## src/rtl/ps2_rx_fifo.sv

```systemverilog
// PS/2 receiver: pin conditioning, 11-bit deframer, timeout and FWFT FIFO.
// Define PS2_RX_DECODE_EN to fold E0/F0 prefixes into {ext, brk} flags.
module ps2_rx_fifo #(
  parameter int DEPTH      = 8,
  parameter int FILTER_LEN = 4,
  parameter int TIMEOUT    = 5000
) (
  input  logic                     clk,
  input  logic                     rst,
  input  logic                     ps2_clk,
  input  logic                     ps2_data,
  input  logic                     rd_en,
  input  logic                     clr_err,
  output logic [9:0]               rd_data,
  output logic                     rd_valid,
  output logic [$clog2(DEPTH):0]   level,
  output logic                     overflow,
  output logic                     frame_err
);

  localparam int AW = $clog2(DEPTH);
  localparam int LW = AW + 1;
  localparam int FW = $clog2(FILTER_LEN + 1);
  localparam int TW = $clog2(TIMEOUT + 1);

  logic [1:0]    r_clk_s;
  logic [1:0]    r_dat_s;
  logic          r_filt;
  logic [FW-1:0] r_fcnt;
  logic [3:0]    r_bitcnt;
  logic [7:0]    r_shift;
  logic          r_start;
  logic          r_par;
  logic [TW-1:0] r_tcnt;
  logic [9:0]    r_mem [DEPTH];
  logic [AW-1:0] r_wptr;
  logic [AW-1:0] r_rptr;
  logic [LW-1:0] r_level;
  logic          r_ovf;
  logic          r_ferr;

  logic          w_bit;
  logic          w_sample;
  logic          w_last;
  logic          w_ok;
  logic          w_byte_v;
  logic          w_to;
  logic          w_ferr_set;
  logic          w_push;
  logic [9:0]    w_wdata;
  logic          w_full;
  logic          w_rd;
  logic          w_wr;
  logic          w_ovf_set;

  assign w_bit = r_dat_s[1];

  // Two-flop synchronisers, idle-high.
  always_ff @(posedge clk or posedge rst) begin
    if (rst) begin
      r_clk_s <= 2'b11;
      r_dat_s <= 2'b11;
    end else begin
      r_clk_s <= {r_clk_s[0], ps2_clk};
      r_dat_s <= {r_dat_s[0], ps2_data};
    end
  end

  // Clock filter: flip only after FILTER_LEN consecutive differing samples.
  always_ff @(posedge clk or posedge rst) begin
    if (rst) begin
      r_filt <= 1'b1;
      r_fcnt <= '0;
    end else if (r_clk_s[1] == r_filt) begin
      r_fcnt <= '0;
    end else if (r_fcnt == FW'(FILTER_LEN - 1)) begin
      r_filt <= r_clk_s[1];
      r_fcnt <= '0;
    end else begin
      r_fcnt <= r_fcnt + 1'b1;
    end
  end

  assign w_sample = r_filt && !r_clk_s[1]
                 && (r_fcnt == FW'(FILTER_LEN - 1));

  assign w_last   = w_sample && (r_bitcnt == 4'd10);
  assign w_ok     = !r_start && (^{r_shift, r_par}) && w_bit;
  assign w_byte_v = w_last && w_ok;
  assign w_to     = (r_bitcnt != 4'd0) && !w_sample
                 && (r_tcnt == TW'(TIMEOUT - 1));
  assign w_ferr_set = (w_last && !w_ok) || w_to;

  // Deframer: bit counter and start/data/parity capture.
  always_ff @(posedge clk or posedge rst) begin
    if (rst) begin
      r_bitcnt <= 4'd0;
      r_shift  <= 8'h00;
      r_start  <= 1'b0;
      r_par    <= 1'b0;
    end else if (w_to) begin
      r_bitcnt <= 4'd0;
    end else if (w_sample) begin
      if (r_bitcnt == 4'd10)
        r_bitcnt <= 4'd0;
      else
        r_bitcnt <= r_bitcnt + 4'd1;
      if (r_bitcnt == 4'd0)
        r_start <= w_bit;
      else if (r_bitcnt <= 4'd8)
        r_shift <= {w_bit, r_shift[7:1]};
      else if (r_bitcnt == 4'd9)
        r_par <= w_bit;
    end
  end

  // Intra-frame gap counter, restarted by every sample.
  always_ff @(posedge clk or posedge rst) begin
    if (rst)
      r_tcnt <= '0;
    else if (r_bitcnt == 4'd0 || w_sample)
      r_tcnt <= '0;
    else
      r_tcnt <= r_tcnt + 1'b1;
  end

`ifdef PS2_RX_DECODE_EN
  logic r_ext;
  logic r_brk;
  logic w_pfx;

  assign w_pfx   = (r_shift == 8'hE0) || (r_shift == 8'hF0);
  assign w_push  = w_byte_v && !w_pfx;
  assign w_wdata = {r_ext, r_brk, r_shift};

  // Pending prefix flags; cleared by a consumed byte or a bad frame.
  always_ff @(posedge clk or posedge rst) begin
    if (rst) begin
      r_ext <= 1'b0;
      r_brk <= 1'b0;
    end else if (w_ferr_set) begin
      r_ext <= 1'b0;
      r_brk <= 1'b0;
    end else if (w_byte_v) begin
      if (r_shift == 8'hE0) begin
        r_ext <= 1'b1;
      end else if (r_shift == 8'hF0) begin
        r_brk <= 1'b1;
      end else begin
        r_ext <= 1'b0;
        r_brk <= 1'b0;
      end
    end
  end
`else
  assign w_push  = w_byte_v;
  assign w_wdata = {2'b00, r_shift};
`endif

  assign w_full    = (r_level == LW'(DEPTH));
  assign w_rd      = rd_en && (r_level != '0);
  assign w_wr      = w_push && (!w_full || w_rd);
  assign w_ovf_set = w_push && w_full && !w_rd;

  // FIFO storage, deliberately not reset.
  always_ff @(posedge clk) begin
    if (w_wr)
      r_mem[r_wptr] <= w_wdata;
  end

  // FIFO pointers and occupancy.
  always_ff @(posedge clk or posedge rst) begin
    if (rst) begin
      r_wptr  <= '0;
      r_rptr  <= '0;
      r_level <= '0;
    end else begin
      if (w_wr)
        r_wptr <= r_wptr + 1'b1;
      if (w_rd)
        r_rptr <= r_rptr + 1'b1;
      if (w_wr && !w_rd)
        r_level <= r_level + 1'b1;
      else if (!w_wr && w_rd)
        r_level <= r_level - 1'b1;
    end
  end

  // Sticky error flags; a set beats a same-cycle clear.
  always_ff @(posedge clk or posedge rst) begin
    if (rst) begin
      r_ovf  <= 1'b0;
      r_ferr <= 1'b0;
    end else begin
      if (w_ovf_set)
        r_ovf <= 1'b1;
      else if (clr_err)
        r_ovf <= 1'b0;
      if (w_ferr_set)
        r_ferr <= 1'b1;
      else if (clr_err)
        r_ferr <= 1'b0;
    end
  end

  assign rd_data   = r_mem[r_rptr];
  assign rd_valid  = (r_level != '0);
  assign level     = r_level;
  assign overflow  = r_ovf;
  assign frame_err = r_ferr;

endmodule

```

## config.mk

```make
export PLATFORM = sky130hd
export DESIGN_NAME = ps2_rx_fifo
export DESIGN_NICKNAME = d
export VERILOG_FILES = /design/src/rtl/ps2_rx_fifo.sv
export SDC_FILE = /design/constraint.sdc
export NUM_CORES = 1
export LEC_CHECK = 0
export CELL_PAD_IN_SITES_DETAIL_PLACEMENT = 0
export CELL_PAD_IN_SITES_GLOBAL_PLACEMENT = 1
export CORE_AREA = 3 3 127 92
export CTS_CLUSTER_SIZE = 25
export DETAILED_ROUTE_END_ITERATION = 10
export DIE_AREA = 0 0 130 95
export PLACE_DENSITY = 0.72
export SLEW_MARGIN = 20
export SYNTH_ARGS = -nofsm -noshare
export SYNTH_HDL_FRONTEND = slang
export SYNTH_SLANG_ARGS = --single-unit
```

## constraint.sdc

```tcl
create_clock -name clk -period 8.6 [get_ports clk]
set_clock_uncertainty 0.05 [all_clocks]
set_input_delay 1.29 -clock clk [delete_from_list [all_inputs] [get_ports clk]]
set_output_delay 1.29 -clock clk [all_outputs]
set_load 0.01 [all_outputs]
```

After elaboration in Yosys (flattened, before gate mapping)
Memories as Yosys holds them, arrays and structs flattened.
Cells that the tools add are included.
{ "totals": {"output_inout_bits": 17, "register_bits": 47, "mem_bits_rw": 64, "wordCells": 83, "latch_bits": 0, "n_memories": 1, "inputBits": 6, "rom_bits": 0} }
{ "memory_table": {"columns": ["name", "words", "word_bits", "rd", "rd_ports_with_merged_regs", "write_ports", "line_no", "text"], "rows": [
  ["r_mem", 8, 8, 1, 0, 1, "35", "logic [9:0] r_mem [DEPTH];"]
]} }
{ "classes": {"n_mux": 13, "bitwise_logic": 4, "multipliers": 0, "eq_ne": 6, "n_div": 0, "n_shift": 0, "n_lt_le_gt_ge": 1, "add_sub_neg": 7, "n_reduce_logical": 37} }
{ "op_table": {"columns": ["operator", "count"], "rows": [
  ["two-way mux 4 bit", 5],
  ["logical AND 1 bit", 15],
  ["adder 13 x 1 -> 13 bit, second input constant", 1],
  ["== test 13 bit, second input constant", 1],
  ["two-way mux 13 bit", 1],
  ["== test 4 bit, second input constant", 3],
  ["adder 3 x 1 -> 3 bit, second input constant", 3],
  ["parity 9 bit", 1],
  ["adder 4 x 1 -> 4 bit, second input constant", 2],
  ["nonzero test 2 bit", 4],
  ["nonzero test 4 bit", 2],
  ["logical NOT 1 bit", 7],
  ["two-way mux 3 bit", 2],
  ["two-way mux 1 bit", 5],
  ["AND reduction 5 bit", 1],
  ["<= comparator 4 bit, second input constant", 1],
  ["logical NOT 4 bit", 1],
  ["inverter 1 bit", 4],
  ["AND reduction 4 bit", 1],
  ["subtractor 4 x 1 -> 4 bit, second input constant", 1],
  ["== test 3 x 2 -> 1 bit, second input constant", 1],
  ["logical OR 1 bit", 3],
  ["AND reduction 3 bit", 1],
  ["AND reduction 2 bit", 1],
  ["== test 1 bit", 1]
]} }

Depth between registers and ports, before layout
Gate-level depths: netlist of the first run.
{ "logic_depth": {"ltp_word": 10, "ltp_mapped": 15, "depth_no_buf": 14} }

Worst setup path before layout of the first run
OpenSTA, ideal clock, no wires.
{ "synth_timing": {"path_kind": "in2reg", "from": "input rd_en", "to": "register r_level[3] (netlist: level[3])", "arrival_ns": 2.864, "required_ns": 8.423, "setup_ns": 0.127, "path_slack_ns": 5.558, "n_path_buf": 0, "stages": 10, "path_cell_list": "nand3b_1 -> and3_4 -> ha_1 -> inv_1 -> ha_1 -> a21o_1 -> a21oi_1 -> xnor2_1 -> nor2_1 -> xor2_1"} }
{ "synth_via": {"elab_chain_cells": 6, "word_cells_on_any_way": 9, "cone_classes": "mux: 1; reduce/logical: 8"} }
{ "synth_lines": {"columns": ["item", "line_no", "text"], "rows": [
  ["from (decl)", "12", "input logic rd_en,"],
  ["logical AND 1 bit (*)", "161", "assign w_rd = rd_en && (r_level != '0);"],
  ["logical OR 1 bit (*)", "162", "assign w_wr = w_push && (!w_full || w_rd);"],
  ["logical AND 1 bit (*)", "162", null],
  ["via w_wr", "53", "logic w_wr;"],
  ["logical NOT 1 bit", "184", "else if (!w_wr && w_rd)"],
  ["logical AND 1 bit", "184", null],
  ["nonzero test 2 bit (no line)", null, null],
  ["to (signal assigned)", "183", "r_level <= r_level + 1'b1;"],
  ["to (signal assigned)", "185", "r_level <= r_level - 1'b1;"],
  ["to (decl)", "38", "logic [LW-1:0] r_level;"]
]} }
Mark *: on every way through the listed nets, which the timed path passes. The rest lies on a longest branch.
A chain may end at the register's enable or synchronous reset.

Final worst setup path of the first run
{ "layout_timing": {"from": "register r_rptr[1]", "to": "output rd_data[6]"} }
{ "layout_via": {"elab_chain_cells": 1} }
{ "layout_lines": {"columns": ["item", "line_no", "text"], "rows": [
  ["from (decl)", "37", "logic [AW-1:0] r_rptr;"],
  ["from (signal assigned)", "181", "r_rptr <= r_rptr + 1'b1;"],
  ["memory read (8 x 8 bit)", null, null],
  ["to (decl)", "14", "output logic [9:0] rd_data,"]
]} }
No other way between the ends.

==> results of run 1 <==
-- critical path: cells and delay by family, from the launching register on --
kind	cells	cell delay, ns
buf+inv	1	0.47
flops	1	0.92
mux	2	0.74
-- how the worst min path moves through the flow --
stage	startpoint	end	depth (start not counted)
after CTS	r_dat_s[0]$_DFF_PP1_	r_dat_s[1]$_DFF_PP1_	0
after global placement	r_dat_s[0]$_DFF_PP1_	r_dat_s[1]$_DFF_PP1_	0
after floorplan	r_clk_s[0]$_DFF_PP1_	r_clk_s[1]$_DFF_PP1_	0
final	r_dat_s[0]$_DFF_PP1_	r_dat_s[1]$_DFF_PP1_	0
after detailed placement	r_dat_s[0]$_DFF_PP1_	r_dat_s[1]$_DFF_PP1_	0
after global routing	r_clk_s[0]$_DFF_PP1_	r_clk_s[1]$_DFF_PP1_	0
-- power by group through the flow --
stage | Clock (W) | Combinational, W | Sequential, W
finish | 0.000414 | 0.0000620 | 0.000593
global route | 0.000449 | 0.0000713 | 0.000596
CTS | 0.000429 | 0.0000631 | 0.000593
detailed placement | 0 | 0.0000632 | 0.000604
global placement | 0 | 0.0000615 | 0.000604
floorplan | 0 | 0.0000596 | 0.000595
-- per-layer routing --
layer	track usage, %	routed length (microns)
met3	3.901	296
met4	4.152	95
met1	21.15	4039
met2	19.00	3253
met5	0	0
-- cell usage in the layout (no fill, tap or decap), types with 2 or more instances in the layout --
cell type        Yosys  layout
a21oi_1              3       3
and2_1               2       2
and4_1               2       2
buf_4                2       3
clkbuf_1             6       2
clkbuf_16            0       9
clkdlybuf4s50_1      0      20
clkinv_4             0       2
conb_1               1       2
dfrtp_1             42      42
dfstp_2              5       5
edfxtp_1            64      64
ha_1                 8       8
inv_1                6       5
mux2_2              21      21
mux4_2              16      16
nand2_1             10      10
nand2b_1             6       6
nand3_1              6       6
nand3b_1             2       2
nand4_1              7       7
nand4b_1             2       2
nor2_1              27      27
nor2b_1              2       2
nor3_1               5       5
nor3b_1              2       2
o21ai_0              3       3
xnor2_1             11      11
xnor2_2              2       2
xor2_1              13      13
-- registers in the layout, summed over array words and instances, names as in the netlist, 3 cells and up --
name	cells
level	4
r_bitcnt	4
r_fcnt	3
r_mem	64
r_rptr	3
r_shift	8
r_tcnt	13
r_wptr	3
-- area by class of cell --
type | count | share of cell area [%]
clock inverters | 5 | 1.262
inverters | 6 | 0.4441
repair buffers | 23 | 4.161
well taps | 132 | 3.086
flip-flops and latches | 111 | 57.99
multi-input cells | 170 | 28.70
clock buffers | 11 | 4.348
-- logic make-up (layout without fill, tap and decap cells) --
group	count (synthesis)	in the layout
AND/OR/NAND/NOR	82	82
buffers and inverters	19	45
AO/OA/AOI/OAI	11	11
XOR/XNOR	27	27
adder cells (fa/ha/maj)	9	9
other	1	2
multiplexers	39	39
flip-flops	111	111
-- per-stage QoR --
stage                     cells  setup WS, ns
final                       458         4.778
after global routing        458         4.689
after CTS                   458         4.780
after detailed placement    442         4.944
after global placement      442         4.966
after floorplan             300         5.558
==> results.tsv, run 1 <==
metric	value	unit
status	finished, final reports clean	
Largest stage delay, worst path	0.92	ns
Synth warnings	0	
unrepaired setup endpoints after global routing	no	
Reg-to-Reg Start	r_shift[4]$_DFFE_PP0P_	
crit start category	register	
Avg Inst Size Synth	15.79	sq um
Compound-Gate Fraction of Synth Area	1.484	%
FF-to-FF path depth	12	
register area share after synthesis	65.76	%
Top Ports	23	
CTS Buffer Depth	2	
largest family of logic cells by synthesized area	multiplexers	
Flop pwr share	55.5	%
Placer Congestion	0.7175	
crit path cell chain	mux4_2 > mux2_2 > clkdlybuf4s50_1	
Worst Hold Class	register to register	
Vias	2417	
Rel. slew slack	38.55	%
P per Cell Area	199.7	mW/mm^2
Max-Cap Viols	0	
max-slew violation count	0	
worst-path fanout max	18	
DR iter-0 viols	125	
count leader, synth	edfxtp_1	
Synth Area in XOR/XNOR	5.619	%
final wirelength	7684	microns
worst r2r dst	level[3]$_DFFE_PP0P_	
Synth top cells by count	64 x edfxtp_1, 42 x dfrtp_1, 27 x nor2_1, 21 x mux2_2, 16 x mux4_2	
top cell type's share of synthesized area	40.71	%
flop-to-flop setup slack	5.43	ns
Simple-Gate Fraction of Synth Area	9.568	%
share of cells above drive strength 1	19.94	%
Worst-Skew Late Latency	0.34	ns
FP Rows	31	
cts hold-fix bufs	0	
actual slew at the worst max-slew pin	0.9217	ns
Root Driver	clkbuf_16	
initial antenna violation count	0	
Post-CTS Setup Bufs	0	
CP arrival	2.48	ns
ys flop type	edfxtp_1	
die area	0.01235	sq mm
Via density	5.277	
die outline height	95	microns
Hold Slack	0.3064	ns
pin count of the biggest net entering global routing	48	
kind of capture point of the worst setup path	output port	
hpwl dp	5016	microns
Synth area leaders	edfxtp_1 41%, dfrtp_1 22%, mux4_2 7.6%, mux2_2 5.0%, dfstp_2 2.8%	
Max Fclk	0.2616	GHz
first-pass GRT wire length	12650	microns
multi-input logic area	0.001536	sq mm
IO buf count	20	
Synth cell types	47	
core area	0.01043	sq mm
DRT antenna net count	0	
Chip Width	130	microns
TritonCTS clock tree	done	
static leakage power	2.032	nW
Starting Density	45.25	%
synthesis-to-finish area growth	13.38	%
gr usage total	13.78	%
Worst Setup SP	r_rptr[1]$_DFFE_PP0N_	
fin util	51.30	%
Mapped Cells	299	
total power	0.001069	W
Yosys reg bits	111	
clk sink count	111	
clk slew on worst S/H paths	0.07	ns
Post-Syn Area	0.004721	sq mm
VDD IR max	94.44	uV
EDFF count, synth	64	
Req. time, crit path	7.26	ns
CP max-delay cell	dfrtp_1	
Internal	0.0008330	W
post-synthesis mux area share	13.17	%
grt total ovfl	0	
nets@finish	336	
asr flop ratio synth	42.34	%
fill count	860	
clock share of power	38.7	%
final period utilization	44.45	%
CTS H-tree lvls	3	
min Tclk post-route	3.822	ns
cell taking the most area after synthesis	edfxtp_1	
Setup violations, final	0	
First-pass DRT Iterations	4	
DR DRC count	0	
wire per inst	16.78	microns
Adder-Cell Fraction of Synth Area	2.544	%
switching fraction of total power	22.05	%
CTS resizes	0	
Area after DPL	0.005051	sq mm
Sw Pwr	0.0002356	W
combinational power share	5.8	%
sequential cell area	0.003104	sq mm
kind of critical path	register to output port	
Fin Setup TNS	0	ns
antenna fix cells	0	
Critical Path Sink	rd_data[6]	
vias in the first global route	2323	
post-route cell area	0.005353	sq mm
Final Hold Violating Endpoints	0	
total CTS buffers	9	
No activity file was read; power rests on OpenSTA's default activity.
==> inputs of run 2 (changes only) <==
--- a/config.mk
+++ b/config.mk
@@ -11,7 +11,7 @@
 export CTS_CLUSTER_SIZE = 25
 export DETAILED_ROUTE_END_ITERATION = 10
 export DIE_AREA = 0 0 130 95
-export PLACE_DENSITY = 0.72
+export PLACE_DENSITY = 0.75
 export SLEW_MARGIN = 20
 export SYNTH_ARGS = -nofsm -noshare
 export SYNTH_HDL_FRONTEND = slang
==> constraint.sdc (replaced) <==
create_clock -name clk -period 3.4 [get_ports clk]
set_clock_uncertainty 0.05 [all_clocks]
set_input_delay 0.51 -clock clk [delete_from_list [all_inputs] [get_ports clk]]
set_output_delay 0.51 -clock clk [all_outputs]
set_load 0.01 [all_outputs]
==> run 2 against run 1 <==
  * Wire length up 2.6%
  * Non-clock buffer count increased by 9
  * Via count is 0.70% lower
  * Sequential power rose to 2.5 times the previous value
  * First-iteration DRC count up 50%
  * Power up 150%
  * Register-to-register slack worse by 5.2 ns
==> results.tsv, run 2 (synthesized netlist as in run 1, its figures left out) <==
metric	value	unit
initial antenna violation count	0	
max-slew violation count	0	
Fin Setup TNS	0	ns
CP max-delay cell	dfrtp_1	
core area	0.01043	sq mm
First-pass DRT Iterations	4	
worst-path fanout max	11	
Area after DPL	0.005119	sq mm
crit path cell chain	xnor2_1 > xnor3_1 > xnor2_2 > and3_4 > ha_1 > inv_1 > ha_1 > a21o_1 > a21oi_1 > xnor2_1 > nor2_1 > xor2_1	
vias in the first global route	2409	
min Tclk post-route	3.122	ns
P per Cell Area	492.8	mW/mm^2
Final Hold Violating Endpoints	0	
share of cells above drive strength 1	22.39	%
kind of capture point of the worst setup path	register	
post-route cell area	0.005403	sq mm
Vias	2400	
kind of critical path	register to register	
Req. time, crit path	3.58	ns
die area	0.01235	sq mm
Setup violations, final	0	
CTS H-tree lvls	3	
IO buf count	20	
Worst-Skew Late Latency	0.35	ns
CP top delay family	XOR/XNOR gates	
total CTS buffers	9	
grt total ovfl	0	
die outline height	95	microns
FP Rows	31	
Largest Register	r_mem	
Worst Hold Class	register to register	
unrepaired setup endpoints after global routing	no	
crit start category	register	
clk slew on worst S/H paths	0.07	ns
Largest stage delay, worst path	0.51	ns
most common cell after layout, fill and taps aside	edfxtp_1	
nets@finish	345	
CP arrival	3.30	ns
status	finished, final reports clean	
hpwl dp	5293	microns
wire per inst	16.88	microns
Top Ports	23	
DRT antenna net count	0	
clk sink count	111	
Max Fclk	0.3204	GHz
Placer Congestion	0.7271	
final period utilization	91.81	%
final wirelength	7882	microns
Hold Slack	0.3085	ns
Critical path buffers and inverters	1	
Worst Setup SP	r_shift[4]$_DFFE_PP0P_	
Root Driver	clkbuf_16	
static leakage power	2.071	nW
min-delay src	r_clk_s[0]$_DFF_PP1_	
Starting Density	45.25	%
VDD IR max	230.2	uV
DR iter-0 viols	188	
DR DRC count	0	
Reg-to-Reg Start	r_shift[4]$_DFFE_PP0P_	
Chip Width	130	microns
antenna fix cells	0	
biggest regs	r_mem (64), r_tcnt (13), r_shift (8)	
pin count of the biggest net entering global routing	30	
CTS Buffer Depth	2	
gr usage total	14.21	%
Via density	5.139	
synthesis-to-finish area growth	14.44	%
fin util	51.78	%
Max-Cap Viols	0	
number of flip-flops under the largest register name	64	
Rel. slew slack	45.82	%
TritonCTS clock tree	done	
Post-CTS Setup Bufs	0	
first-pass GRT wire length	13080	microns
commonest cells after routing, fill and taps aside	64 x edfxtp_1, 42 x dfrtp_1, 26 x nor2_1	
actual slew at the worst max-slew pin	0.8128	ns
==> run 2: cell count changes in the layout (fill, tap and decap cells not counted), sizes merged <==
cell | previous run | this run
buf | 3 | 12
inv | 7 | 9
bufinv | 1 | 0
clkbuf | 11 | 10
==> run 2: metrics by stage <==
step / instances / total power, W / setup slack [ns]
4_1_cts: 467 / 0.002698 / 0.2220
3_5_place_dp: 451 / 0.001701 / 0.2251
5_1_grt: 467 / 0.002769 / 0.003435
6_report: 467 / 0.002662 / 0.2785
2_1_floorplan: 300 / 0.001656 / 0.5452
3_3_place_gp: 451 / 0.001694 / 0.3381
==> run 2: repair_timing <==
action / in CTS / in global routing
hold buffers: 0 / 0
gates resized for setup: 0 / 1
endpoints found under the setup margin: 0 / 1
==> run 2: final timing paths <==
path	endpoint	slack (ns)	cells past startpoint
worst max-delay path	level[3]$_DFFE_PP0P_	0.28	12
worst min-delay path	r_clk_s[1]$_DFF_PP1_	0.31	0
worst max register to register	level[3]$_DFFE_PP0P_	0.28	12
worst min register to register	r_clk_s[1]$_DFF_PP1_	0.31	0
max in group asynchronous	r_dat_s[0]$_DFF_PP1_	2.13	3
min in group asynchronous	level[0]$_DFFE_PP0P_	0.49	2
==> run 2: area by class of cell <==
type                    count  area (sq um)
fillers                   846          5031
clock inverters             6         52.55
repair buffers             32         290.3
well taps                 132         165.2
inverters                   6         22.52
clock buffers              10         229.0
multi-input cells         170          1539
flip-flops and latches    111          3104
==> run 2: report_power, final <==
part	total [W]	internal [W]	switching (W)
logic	0.000168	0.0000736	0.0000944
clock network	0.000993	0.000511	0.000482
registers	0.00150	0.00146	0.0000404
total	0.00266	0.00205	0.000617
==> run 2: routing by layer <==
metal | global-route usage [%] | vias up | part of all wire, %
li1 | - | 1169 | -
met1 | 20.13 | 1189 | 50
met2 | 21.36 | 34 | 45
met3 | 4.466 | 8 | 3.4
met4 | 3.893 | 0 | 0.94
met5 | 0 | - | 0
==> run 2: worst register-to-register path, cell delays in order (launching register included) <==
cell	delay, ns
dfrtp_1	0.51
xnor2_1	0.16
xnor3_1	0.45
xnor2_2	0.33
and3_4	0.28
ha_1	0.18
inv_1	0.09
ha_1	0.27
a21o_1	0.17
a21oi_1	0.16
xnor2_1	0.13
nor2_1	0.07
xor2_1	0.14
